--- config.mk ---
export PLATFORM = sky130hd
export DESIGN_NAME = grid_canvas
export DESIGN_NICKNAME = d
export VERILOG_FILES = /design/src/rtl/grid_canvas_pkg.sv /design/src/rtl/cell_locator.sv /design/src/rtl/grid_canvas.sv
export SDC_FILE = /design/constraint.sdc
export NUM_CORES = 1
export LEC_CHECK = 0
export CAP_MARGIN = 40
export CORE_ASPECT_RATIO = 2
export CORE_UTILIZATION = 35
export DETAILED_ROUTE_END_ITERATION = 8
export GPL_TIMING_DRIVEN = 0
export PLACE_DENSITY = 0.53
export SYNTH_ARGS = -nofsm -noshare
export SYNTH_HDL_FRONTEND = slang
export SYNTH_SLANG_ARGS = --single-unit
--- constraint.sdc ---
create_clock -name CLOCK_50 -period 13.5 [get_ports CLOCK_50]
set_input_delay 2.7 -clock CLOCK_50 [delete_from_list [all_inputs] [get_ports CLOCK_50]]
set_output_delay 2.7 -clock CLOCK_50 [all_outputs]
set_load 0.01 [all_outputs]
--- src/rtl/grid_canvas_pkg.sv ---
// Shared types and default geometry for the grid drawing canvas.
// Holds the controller state encoding plus the default grid placement and colours.
// No logic lives here; the top and the locator import it.
package grid_canvas_pkg;

    typedef enum logic [2:0] {
        S_IDLE   = 3'd0,
        S_LOCATE = 3'd1,
        S_FILL   = 3'd2,
        S_CLEAR  = 3'd3,
        S_FINISH = 3'd4
    } state_t;

    localparam int DEF_X0         = 88;
    localparam int DEF_Y0         = 37;
    localparam int DEF_CELL_W     = 10;
    localparam int DEF_CELL_H     = 13;
    localparam int DEF_COLS       = 14;
    localparam int DEF_ROWS       = 14;
    localparam int DEF_COLOR_BITS = 15;

    localparam logic [14:0] DEF_FG_COLOR = 15'h7FFF;
    localparam logic [14:0] DEF_BG_COLOR = 15'h0000;

endpackage

--- src/rtl/cell_locator.sv ---
// Converts a pixel offset inside the grid into (col,row) by repeated subtraction.
// Latency: o_valid rises max(col,row) cycles after i_start (same cycle if both are 0).
// No backpressure: o_valid stays high until the next i_start or reset.
module cell_locator
    import grid_canvas_pkg::*;
#(
    parameter int CELL_W = DEF_CELL_W,
    parameter int CELL_H = DEF_CELL_H,
    parameter int CW     = 4,
    parameter int RW     = 4
)(
    input  logic          i_clk,
    input  logic          i_rst,
    input  logic          i_start,
    input  logic [8:0]    i_off_x,
    input  logic [8:0]    i_off_y,
    output logic [CW-1:0] o_col,
    output logic [RW-1:0] o_row,
    output logic          o_valid
);

    localparam logic [8:0] STEP_X = 9'(CELL_W);
    localparam logic [8:0] STEP_Y = 9'(CELL_H);

    logic [8:0]    r_rem_x;
    logic [8:0]    r_rem_y;
    logic [CW-1:0] r_col;
    logic [RW-1:0] r_row;
    logic          r_busy;
    logic          w_x_more;
    logic          w_y_more;

    assign w_x_more = (r_rem_x >= STEP_X);
    assign w_y_more = (r_rem_y >= STEP_Y);

    // Load offsets on start, then peel one cell per axis per cycle until both remainders fit in a cell.
    always_ff @(posedge i_clk or posedge i_rst) begin
        if (i_rst) begin
            r_rem_x <= '0;
            r_rem_y <= '0;
            r_col   <= '0;
            r_row   <= '0;
            r_busy  <= 1'b0;
        end else if (i_start) begin
            r_rem_x <= i_off_x;
            r_rem_y <= i_off_y;
            r_col   <= '0;
            r_row   <= '0;
            r_busy  <= 1'b1;
        end else if (r_busy) begin
            if (w_x_more) begin
                r_rem_x <= r_rem_x - STEP_X;
                r_col   <= r_col + CW'(1);
            end
            if (w_y_more) begin
                r_rem_y <= r_rem_y - STEP_Y;
                r_row   <= r_row + RW'(1);
            end
            if (!w_x_more && !w_y_more) begin
                r_busy <= 1'b0;
            end
        end
    end

    assign o_col   = r_col;
    assign o_row   = r_row;
    assign o_valid = r_busy && !w_x_more && !w_y_more;

endmodule

--- src/rtl/grid_canvas.sv ---
// Snaps the pointer to a grid cell, paints/erases it (or clears the grid) one pixel per cycle, tracks occupancy.
// Latency: locate <= max(COLS,ROWS)+1 cycles, then CELL_W*CELL_H plots (or the whole region for clear), then done.
// No backpressure: requests are sampled only in IDLE; anything raised while busy is dropped. Optional: GRID_CANVAS_GAP_EN.
module grid_canvas
    import grid_canvas_pkg::*;
#(
    parameter int X0         = DEF_X0,
    parameter int Y0         = DEF_Y0,
    parameter int CELL_W     = DEF_CELL_W,
    parameter int CELL_H     = DEF_CELL_H,
    parameter int COLS       = DEF_COLS,
    parameter int ROWS       = DEF_ROWS,
    parameter int COLOR_BITS = DEF_COLOR_BITS,
    parameter logic [COLOR_BITS-1:0] FG_COLOR = COLOR_BITS'(DEF_FG_COLOR),
    parameter logic [COLOR_BITS-1:0] BG_COLOR = COLOR_BITS'(DEF_BG_COLOR),
    localparam int NCELL = COLS * ROWS,
    localparam int AW    = (NCELL > 1) ? $clog2(NCELL) : 1
)(
    input  logic                  CLOCK_50,
    input  logic                  reset,
    input  logic [8:0]            mouse_x,
    input  logic [8:0]            mouse_y,
    input  logic                  paint,
    input  logic                  erase,
    input  logic                  clear_all,
    output logic                  busy,
    output logic                  done,
    output logic [8:0]            vga_x,
    output logic [8:0]            vga_y,
    output logic [COLOR_BITS-1:0] vga_color,
    output logic                  vga_plot,
    input  logic [AW-1:0]         cell_rd_addr,
    output logic                  cell_rd_data
);

    localparam int CW_B = (COLS > 1) ? $clog2(COLS) : 1;
    localparam int RW_B = (ROWS > 1) ? $clog2(ROWS) : 1;

    localparam logic [8:0] X_BASE     = 9'(X0);
    localparam logic [8:0] Y_BASE     = 9'(Y0);
    localparam logic [9:0] X_LO       = 10'(X0);
    localparam logic [9:0] X_HI       = 10'(X0 + COLS * CELL_W);
    localparam logic [9:0] Y_LO       = 10'(Y0);
    localparam logic [9:0] Y_HI       = 10'(Y0 + ROWS * CELL_H);
    localparam logic [8:0] CELL_LASTX = 9'(CELL_W - 1);
    localparam logic [8:0] CELL_LASTY = 9'(CELL_H - 1);
    localparam logic [8:0] REG_LASTX  = 9'(COLS * CELL_W - 1);
    localparam logic [8:0] REG_LASTY  = 9'(ROWS * CELL_H - 1);

    state_t                r_state, w_state_n;
    logic [8:0]            r_px, r_py, w_px_n, w_py_n;
    logic [8:0]            r_bx, r_by, w_bx_n, w_by_n;
    logic [AW-1:0]         r_cell, w_cell_n;
    logic                  r_erase, w_erase_n;
    logic [NCELL-1:0]      r_bitmap;

    logic                  r_busy, r_done, r_plot;
    logic [8:0]            r_vga_x, r_vga_y;
    logic [COLOR_BITS-1:0] r_color;
    logic                  w_busy_n, w_done_n, w_plot_n;
    logic [8:0]            w_x_n, w_y_n;
    logic [COLOR_BITS-1:0] w_color_n;

    logic                  w_in_region;
    logic                  w_loc_start;
    logic                  w_bm_wr;
    logic                  w_bm_clr;
    logic [8:0]            w_off_x, w_off_y;
    logic [CW_B-1:0]       w_loc_col;
    logic [RW_B-1:0]       w_loc_row;
    logic                  w_loc_valid;
    logic [AW-1:0]         w_loc_idx;
    logic [8:0]            w_loc_bx, w_loc_by;

    assign w_in_region = ({1'b0, mouse_x} >= X_LO) && ({1'b0, mouse_x} < X_HI) &&
                         ({1'b0, mouse_y} >= Y_LO) && ({1'b0, mouse_y} < Y_HI);
    assign w_off_x     = mouse_x - X_BASE;
    assign w_off_y     = mouse_y - Y_BASE;

    cell_locator #(
        .CELL_W (CELL_W),
        .CELL_H (CELL_H),
        .CW     (CW_B),
        .RW     (RW_B)
    ) u_locator (
        .i_clk   (CLOCK_50),
        .i_rst   (reset),
        .i_start (w_loc_start),
        .i_off_x (w_off_x),
        .i_off_y (w_off_y),
        .o_col   (w_loc_col),
        .o_row   (w_loc_row),
        .o_valid (w_loc_valid)
    );

    assign w_loc_idx = AW'(w_loc_row) * AW'(COLS) + AW'(w_loc_col);
    assign w_loc_bx  = X_BASE + 9'(w_loc_col) * 9'(CELL_W);
    assign w_loc_by  = Y_BASE + 9'(w_loc_row) * 9'(CELL_H);

    // Next state, next pixel counters and next registered outputs; the outputs are
    // computed one step ahead so vga_plot lines up exactly with FILL/CLEAR.
    always_comb begin
        w_state_n   = r_state;
        w_px_n      = r_px;
        w_py_n      = r_py;
        w_bx_n      = r_bx;
        w_by_n      = r_by;
        w_cell_n    = r_cell;
        w_erase_n   = r_erase;
        w_plot_n    = 1'b0;
        w_done_n    = 1'b0;
        w_x_n       = r_vga_x;
        w_y_n       = r_vga_y;
        w_color_n   = r_color;
        w_loc_start = 1'b0;
        w_bm_wr     = 1'b0;
        w_bm_clr    = 1'b0;
        case (r_state)
            S_IDLE: begin
                if (clear_all) begin
                    w_state_n = S_CLEAR;
                    w_px_n    = '0;
                    w_py_n    = '0;
                    w_plot_n  = 1'b1;
                    w_x_n     = X_BASE;
                    w_y_n     = Y_BASE;
                    w_color_n = BG_COLOR;
                end else if ((erase || paint) && w_in_region) begin
                    w_state_n   = S_LOCATE;
                    w_erase_n   = erase;
                    w_loc_start = 1'b1;
                end
            end
            S_LOCATE: begin
                if (w_loc_valid) begin
                    w_cell_n = w_loc_idx;
                    if (r_bitmap[w_loc_idx] == !r_erase) begin
                        // Cell already holds the requested value: skip drawing.
                        w_state_n = S_FINISH;
                        w_done_n  = 1'b1;
                    end else begin
                        w_state_n = S_FILL;
                        w_px_n    = '0;
                        w_py_n    = '0;
                        w_bx_n    = w_loc_bx;
                        w_by_n    = w_loc_by;
                        w_plot_n  = 1'b1;
                        w_x_n     = w_loc_bx;
                        w_y_n     = w_loc_by;
                        w_color_n = r_erase ? BG_COLOR : FG_COLOR;
                    end
                end
            end
            S_FILL: begin
                if (r_px == CELL_LASTX && r_py == CELL_LASTY) begin
                    w_state_n = S_FINISH;
                    w_done_n  = 1'b1;
                    w_bm_wr   = 1'b1;
                end else begin
                    if (r_px == CELL_LASTX) begin
                        w_px_n = '0;
                        w_py_n = r_py + 9'd1;
                    end else begin
                        w_px_n = r_px + 9'd1;
                    end
                    w_plot_n  = 1'b1;
                    w_x_n     = r_bx + w_px_n;
                    w_y_n     = r_by + w_py_n;
                    w_color_n = r_erase ? BG_COLOR : FG_COLOR;
`ifdef GRID_CANVAS_GAP_EN
                    if (w_px_n == CELL_LASTX || w_py_n == CELL_LASTY) begin
                        w_color_n = BG_COLOR;
                    end
`endif
                end
            end
            S_CLEAR: begin
                if (r_px == REG_LASTX && r_py == REG_LASTY) begin
                    w_state_n = S_FINISH;
                    w_done_n  = 1'b1;
                    w_bm_clr  = 1'b1;
                end else begin
                    if (r_px == REG_LASTX) begin
                        w_px_n = '0;
                        w_py_n = r_py + 9'd1;
                    end else begin
                        w_px_n = r_px + 9'd1;
                    end
                    w_plot_n  = 1'b1;
                    w_x_n     = X_BASE + w_px_n;
                    w_y_n     = Y_BASE + w_py_n;
                    w_color_n = BG_COLOR;
                end
            end
            S_FINISH: begin
                w_state_n = S_IDLE;
            end
            default: begin
                w_state_n = S_IDLE;
            end
        endcase
        w_busy_n = (w_state_n != S_IDLE);
    end

    // State register together with the pixel walk and the latched request context.
    always_ff @(posedge CLOCK_50 or posedge reset) begin
        if (reset) begin
            r_state <= S_IDLE;
            r_px    <= '0;
            r_py    <= '0;
            r_bx    <= '0;
            r_by    <= '0;
            r_cell  <= '0;
            r_erase <= 1'b0;
        end else begin
            r_state <= w_state_n;
            r_px    <= w_px_n;
            r_py    <= w_py_n;
            r_bx    <= w_bx_n;
            r_by    <= w_by_n;
            r_cell  <= w_cell_n;
            r_erase <= w_erase_n;
        end
    end

    // Registered VGA strobe/pixel and handshake outputs.
    always_ff @(posedge CLOCK_50 or posedge reset) begin
        if (reset) begin
            r_busy  <= 1'b0;
            r_done  <= 1'b0;
            r_plot  <= 1'b0;
            r_vga_x <= '0;
            r_vga_y <= '0;
            r_color <= '0;
        end else begin
            r_busy  <= w_busy_n;
            r_done  <= w_done_n;
            r_plot  <= w_plot_n;
            r_vga_x <= w_x_n;
            r_vga_y <= w_y_n;
            r_color <= w_color_n;
        end
    end

    // Occupancy bitmap: updated on the final plot so the new value is readable during FINISH.
    always_ff @(posedge CLOCK_50 or posedge reset) begin
        if (reset) begin
            r_bitmap <= '0;
        end else if (w_bm_clr) begin
            r_bitmap <= '0;
        end else if (w_bm_wr) begin
            r_bitmap[r_cell] <= !r_erase;
        end
    end

    assign busy         = r_busy;
    assign done         = r_done;
    assign vga_plot     = r_plot;
    assign vga_x        = r_vga_x;
    assign vga_y        = r_vga_y;
    assign vga_color    = r_color;
    assign cell_rd_data = r_bitmap[cell_rd_addr];

endmodule

==> results.cfg, run 1 <==
[global_route]
overflow = 0
grt_max_degree = 116
grt_pass1_vias = 18180
antenna_found_initial = 2
grt_pass1_wl_mm = 118
grt_use_total = 0.289

[timing]
whs_ps = 503
rsz0062_at_grt = no
slew_viol_final = 0
final_hold_viol_count = 0
finalCritPeriodShare = 0.676
slew_headroom = 0.330
worstMarginPinSlew_ps = 1000
setup_ws_ps = 4370
setup_viol = 0
finClkSkew_ps = 19.7
fmax_ghz = 0.110
period_needed_ps = 9130

[clock_network]
cts_sinks = 292
h-tree-depth = 1
ctsResizeCount = 0
cts_hold_repair.buffers = 0
cts_made_buffers = 29
cts_buffer_depth = 3
clockRootBuffer = clkbuf_16
clk_pin_slew_ps = 70
insertion_delay_ps = 610
cts_tree = yes
post_cts_buffers = 0

[cells_and_area]
final_common_cell = dfrtp_1
stdcell_count = 2817
mostFrequentLayoutCells = 292 x dfrtp_1, 245 x o21ai_0, 242 x a21oi_1
layout-drive-gt1-share = 0.137
area.growth.synth_to_final_pct = 15.9
fillers = 5338
num-nets-final = 2216
finalInstanceArea_um2 = 22400

[synth]
synthesis.area_um2 = 19300
yosysWarnings = 0
synth_area_per_cell_um2 = 9.77
synth-edff-count = 0
synthCells = 1980
ys_types = 76
synthesis.nets = 2079
ys_ff_latch = 292
synthFlopType = dfrtp_1
async_flop_share = 1.00
ys_seq_area_frac = 0.378

[floorplan]
row_count = 121
start_util = 0.355
core_um2 = 54500
die_y_um = 334
fp.dieW_um = 168
pin_count = 68
dieArea_um2 = 56300

[power_and_ir_drop]
p_int_mw = 2.47
vdd.ir_drop.worst_v = 0.000285
pwr-share-comb = 0.595
p_per_area_nw_per_um2 = 215
p_seq_frac = 0.221
p_sw_frac = 0.486
clkPwrFrac = 0.184
leakagePower_nw = 9.23
totalPowerFinal_mw = 4.81
p_sw_mw = 2.34

[placement]
pre_cts_slack_ps = 4440
place_congestion = 0.969
place_area_um2 = 21400
portBuffers = 65
dp.cells = 2762
dp_hpwl_mm = 61.0

[route]
postRouteAntennaNets = 0
via_count = 17479
routedWlPerCell_um = 28.5
routed_wl_mm = 80.4
drtIter0Drc = 1436
drc = 0
vias_per_cell = 6.20
firstDrtPassIters = 5

[job]
max_cap_violations = 0

[min_path]
hp-class = reg -> reg

[setup_path]
arrival_ps = 6430
startpoint_type = primary input
crit_required_ps = 10800
crit_end = cell_rd_data
crit_type = in -> out
crit_path_end_kind = primary output
crit_start = cell_rd_addr[1]
crit_fanout = 10
reg2reg_depth = 16
r2r_slack_ps = 7650
r2r-start = u_locator.o_row[1]
rr_endpoint = r_bx[7]

[run_status]
status = complete, no violations
[per-stage QoR]
step,setup TNS [ps],util
2_1_floorplan,0,-
3_3_place_gp,-519580,0.382
3_5_place_dp,0,0.393
4_1_cts,0,0.411
5_1_grt,0,0.411
6_report,0,0.411
[state kept, by name, indices dropped and copies added, names as in the netlist, 3 cells and up]
| register | count |
|---|---|
| u_locator.o_row | 4 |
| vga_x | 9 |
| r_px | 9 |
| vga_y | 9 |
| r_bx | 8 |
| r_bitmap | 196 |
| r_py | 9 |
| r_state | 3 |
| u_locator.r_rem_y | 9 |
| u_locator.o_col | 4 |
| r_cell | 8 |
| r_by | 9 |
| u_locator.r_rem_x | 9 |
[logic make-up (layout without fill, tap and decap cells)]
logic type | after synthesis | count (layout) | synth area share
XOR/XNOR | 100 | 100 | 0.0472
AO/OA/AOI/OAI | 578 | 578 | 0.164
buffers and inverters | 241 | 398 | 0.0553
AND/OR/NAND/NOR | 527 | 527 | 0.145
other | 0 | 4 | 0
multiplexers | 174 | 174 | 0.163
adder cells (fa/ha/maj) | 68 | 68 | 0.0475
flip-flops | 292 | 292 | 0.378
[cell usage after synthesis, types with 8 or more instances]
| cell | n | area (um2) |
|---|---|---|
| a22oi_1 | 8 | 60.1 |
| buf_4 | 20 | 150 |
| fa_1 | 9 | 180 |
| mux2_2 | 29 | 327 |
| a21o_1 | 9 | 67.6 |
| nor2b_1 | 16 | 100 |
| nand2_1 | 116 | 435 |
| nand3_1 | 43 | 215 |
| inv_1 | 52 | 195 |
| mux2i_1 | 29 | 290 |
| o21ai_0 | 245 | 1230 |
| mux4_2 | 105 | 2360 |
| nand2b_1 | 9 | 56.3 |
| xor2_1 | 38 | 333 |
| nor2_1 | 67 | 251 |
| and3_1 | 13 | 81.3 |
| mux2_4 | 11 | 165 |
| buf_2 | 12 | 60.1 |
| ha_1 | 59 | 738 |
| clkbuf_1 | 143 | 537 |
| nor3_1 | 18 | 90.1 |
| or3_1 | 201 | 1260 |
| a211oi_1 | 10 | 75.1 |
| dfrtp_1 | 292 | 7310 |
| a21oi_1 | 242 | 1210 |
| nand4_1 | 14 | 87.6 |
| xnor2_1 | 58 | 508 |
[power by group through the flow]
stage / registers (mW) / clock network (mW) / logic, mW
after CTS: 1.07 / 0.897 / 2.81
after global routing: 1.08 / 0.927 / 3.02
after detailed placement: 1.08 / 0 / 2.79
after floorplan: 1.06 / 0 / 1.81
final: 1.07 / 0.886 / 2.86
after global placement: 1.08 / 0 / 2.76
[worst min-delay path by stage]
stage,startpoint,cells after the start,endpoint,slack (ps)
3_3_place_gp,vga_x[0],1,vga_x[0],480
4_1_cts,vga_y[8],1,vga_y[8],510
6_report,vga_x[7],1,vga_x[7],500
5_1_grt,vga_y[8],1,vga_y[8],520
2_1_floorplan,u_locator.r_rem_x[0],1,u_locator.r_rem_x[0],480
3_5_place_dp,vga_y[8],1,vga_y[8],490
[critical path, cell delays in order]
cell and delay, ps:
clkbuf_1 620, clkbuf_1 720, mux4_2 430, mux4_2 530, mux2i_1 430, a211oi_1 150, a211oi_1 220, a21oi_1 100
clkdlybuf4s50_1 510
[area by class of cell]
type	instances	area, um2	share of cell area
timing repair buffer	106	1210	0.0540
clock buffer	38	840	0.0375
buffer	187	867	0.0387
clock inverter	13	146	0.00653
antenna	4	10.0	0.000447
tap	676	846	0.0378
inverter	54	210	0.00938
sequential	292	7310	0.326
multi-input combinational	1447	11000	0.490
[metal layers]
layer / up-vias / wire [um] / GRT usage
li1: 7521 / - / -
met1: 8738 / 24900 / 0.269
met2: 835 / 42200 / 0.531
met3: 381 / 4730 / 0.0503
met4: 4 / 8520 / 0.264
met5: - / 21 / 0
(Power assumes the default switching activity.)
==> run 2: changes to the inputs <==
clock period = 9.5 ns   (was 13.5 ns; I/O delays follow)
==> run 2 against run 1 <==
Clock skew is 4.8 ps higher. Die area did not move. Hold slack better by 1.2 ps. Register-to-register slack worse by 3900 ps. Clock power rose by 49%. Non-clock buffer count grew 6. Via count is 0.31% higher. Critical path depth rose by 1. Sequential power rose by 42%. Critical path type unchanged.
==> results.cfg, run 2 (synthesis results as in run 1) <==
[cells_and_area]
finalInstanceArea_um2 = 22600
final_core_util = 0.414
largest_reg_flops = 196
num-nets-final = 2224
layout-drive-gt1-share = 0.141
area.growth.synth_to_final_pct = 16.7
mostFrequentLayoutCells = 292 x dfrtp_1, 245 x o21ai_0, 242 x a21oi_1
final_common_cell = dfrtp_1
regMostFlops = r_bitmap

[timing]
finalCritPeriodShare = 0.812
final_hold_viol_count = 0
fin_tns_setup_ps = 0
worstMarginPinSlew_ps = 962
fmax_ghz = 0.130
finClkSkew_ps = 24.4
rsz0062_at_grt = no
period_needed_ps = 7710
setup_viol = 0
slew_headroom = 0.358
slew_viol_final = 0

[setup_path]
max_stage_delay_ps = 580
crit_type = in -> out
arrival_ps = 5810
crit_required_ps = 7600
crit_path_end_kind = primary output
startpoint_type = primary input
path_cells = clkbuf_1, clkbuf_1, buf_2, mux4_2, mux4_2, mux2i_1, a211oi_1, a211oi_1, a21oi_1, clkdlybuf4s50_1
crit_fanout = 10
critical_path.slowest_cell = mux4_2
critPathBufInv = 4
path_delay_family = buffers and inverters

[floorplan]
fp.dieW_um = 168
die_y_um = 334
core_um2 = 54500
pin_count = 68
dieArea_um2 = 56300
row_count = 121
start_util = 0.355

[power_and_ir_drop]
leakagePower_nw = 9.30
vdd.ir_drop.worst_v = 0.000365
totalPowerFinal_mw = 6.93
p_per_area_nw_per_um2 = 307

[route]
drc = 0
via_count = 17533
routed_wl_mm = 81.2
drtIter0Drc = 1503
postRouteAntennaNets = 0
vias_per_cell = 6.20
routedWlPerCell_um = 28.7
firstDrtPassIters = 5

[global_route]
overflow = 0
grt_use_total = 0.291
grt_pass1_vias = 18021
grt_pass1_wl_mm = 119
antenna_found_initial = 3
grt_max_degree = 38

[clock_network]
clockRootBuffer = clkbuf_16
cts_buffer_depth = 3
cts_sinks = 292
h-tree-depth = 1
ctsResizeCount = 0
cts_tree = yes
post_cts_buffers = 0
cts_hold_repair.buffers = 0
insertion_delay_ps = 620
cts_made_buffers = 31
clk_pin_slew_ps = 60

[placement]
dp_hpwl_mm = 61.8
place_area_um2 = 21500
portBuffers = 65
place_congestion = 0.964

[min_path]
hp-class = reg -> reg

[run_status]
status = complete, no violations

[job]
max_cap_violations = 0
## run 2: metrics by stage
step	hold WS (ps)	setup WS, ps	instances
6_report	505	1790	2826
5_1_grt	520	1600	2825
4_1_cts	508	1950	2823
3_5_place_dp	493	1960	2767
3_3_place_gp	490	1180	2721
2_1_floorplan	482	3090	1980
## run 2: worst paths after layout
check | startpoint | end | slack (ps) | depth (start not counted)
worst min-delay path | vga_y[8] | vga_y[8] | 500 | 1
min in group asynchronous | reset | r_bitmap[105] | 1570 | 2
worst min register to register | vga_y[8] | vga_y[8] | 500 | 1
worst max register to register | u_locator.o_row[1] | r_by[0] | 3730 | 16
worst max-delay path | cell_rd_addr[0] | cell_rd_data | 1790 | 10
max in group asynchronous | reset | r_bitmap[17] | 6380 | 7
## run 2: power breakdown
group          total, mW  internal (mW)  switching (mW)
clock               1.32          0.743           0.574
combinational       4.09           1.47            2.63
sequential          1.52           1.37           0.148
total               6.93           3.58            3.35
## run 2: worst register-to-register path, delay by kind of cell, from the launching register on
family	cells	cell delay [ps]
AOI/OAI and AO/OA	2	630
buffers and inverters	5	1750
muxes	1	360
DFF	1	550
adders and majority gates	2	1080
and+or+nand+nor	6	1300
## run 2: cell type report
type	count	area [um2]
Inverter	54	206
Fill cell	5294	31900
Timing Repair Buffer	112	1300
Buffer	187	867
Multi-Input combinational cell	1447	11000
Sequential cell	292	7310
Clock inverter	11	118
Tap cell	676	846
Clock buffer	45	948
Antenna cell	2	5.00
## run 2: layer usage
layer | part of all wire | GRT usage | up-vias
li1 | - | - | 7552
met1 | 0.31 | 0.279 | 8750
met2 | 0.52 | 0.531 | 843
met3 | 0.058 | 0.0444 | 384
met4 | 0.11 | 0.265 | 4
met5 | 0.00028 | 0 | -
==> run 3: changes to the inputs <==
clock period = 7.6 ns   (was 9.5 ns; I/O delays follow)
==> results of run 3 <==
The final DEF is identical to that of run 2. Status: complete, no violations.
Among the figures that moved: setup slack after placement 1960 ps -> 819 ps; setup slack after layout 1790 ps -> 651 ps; register-to-register setup slack 3730 ps -> 1830 ps; total power 6.93 mW -> 8.66 mW; worst IR drop on VDD 0.000365 V -> 0.000457 V
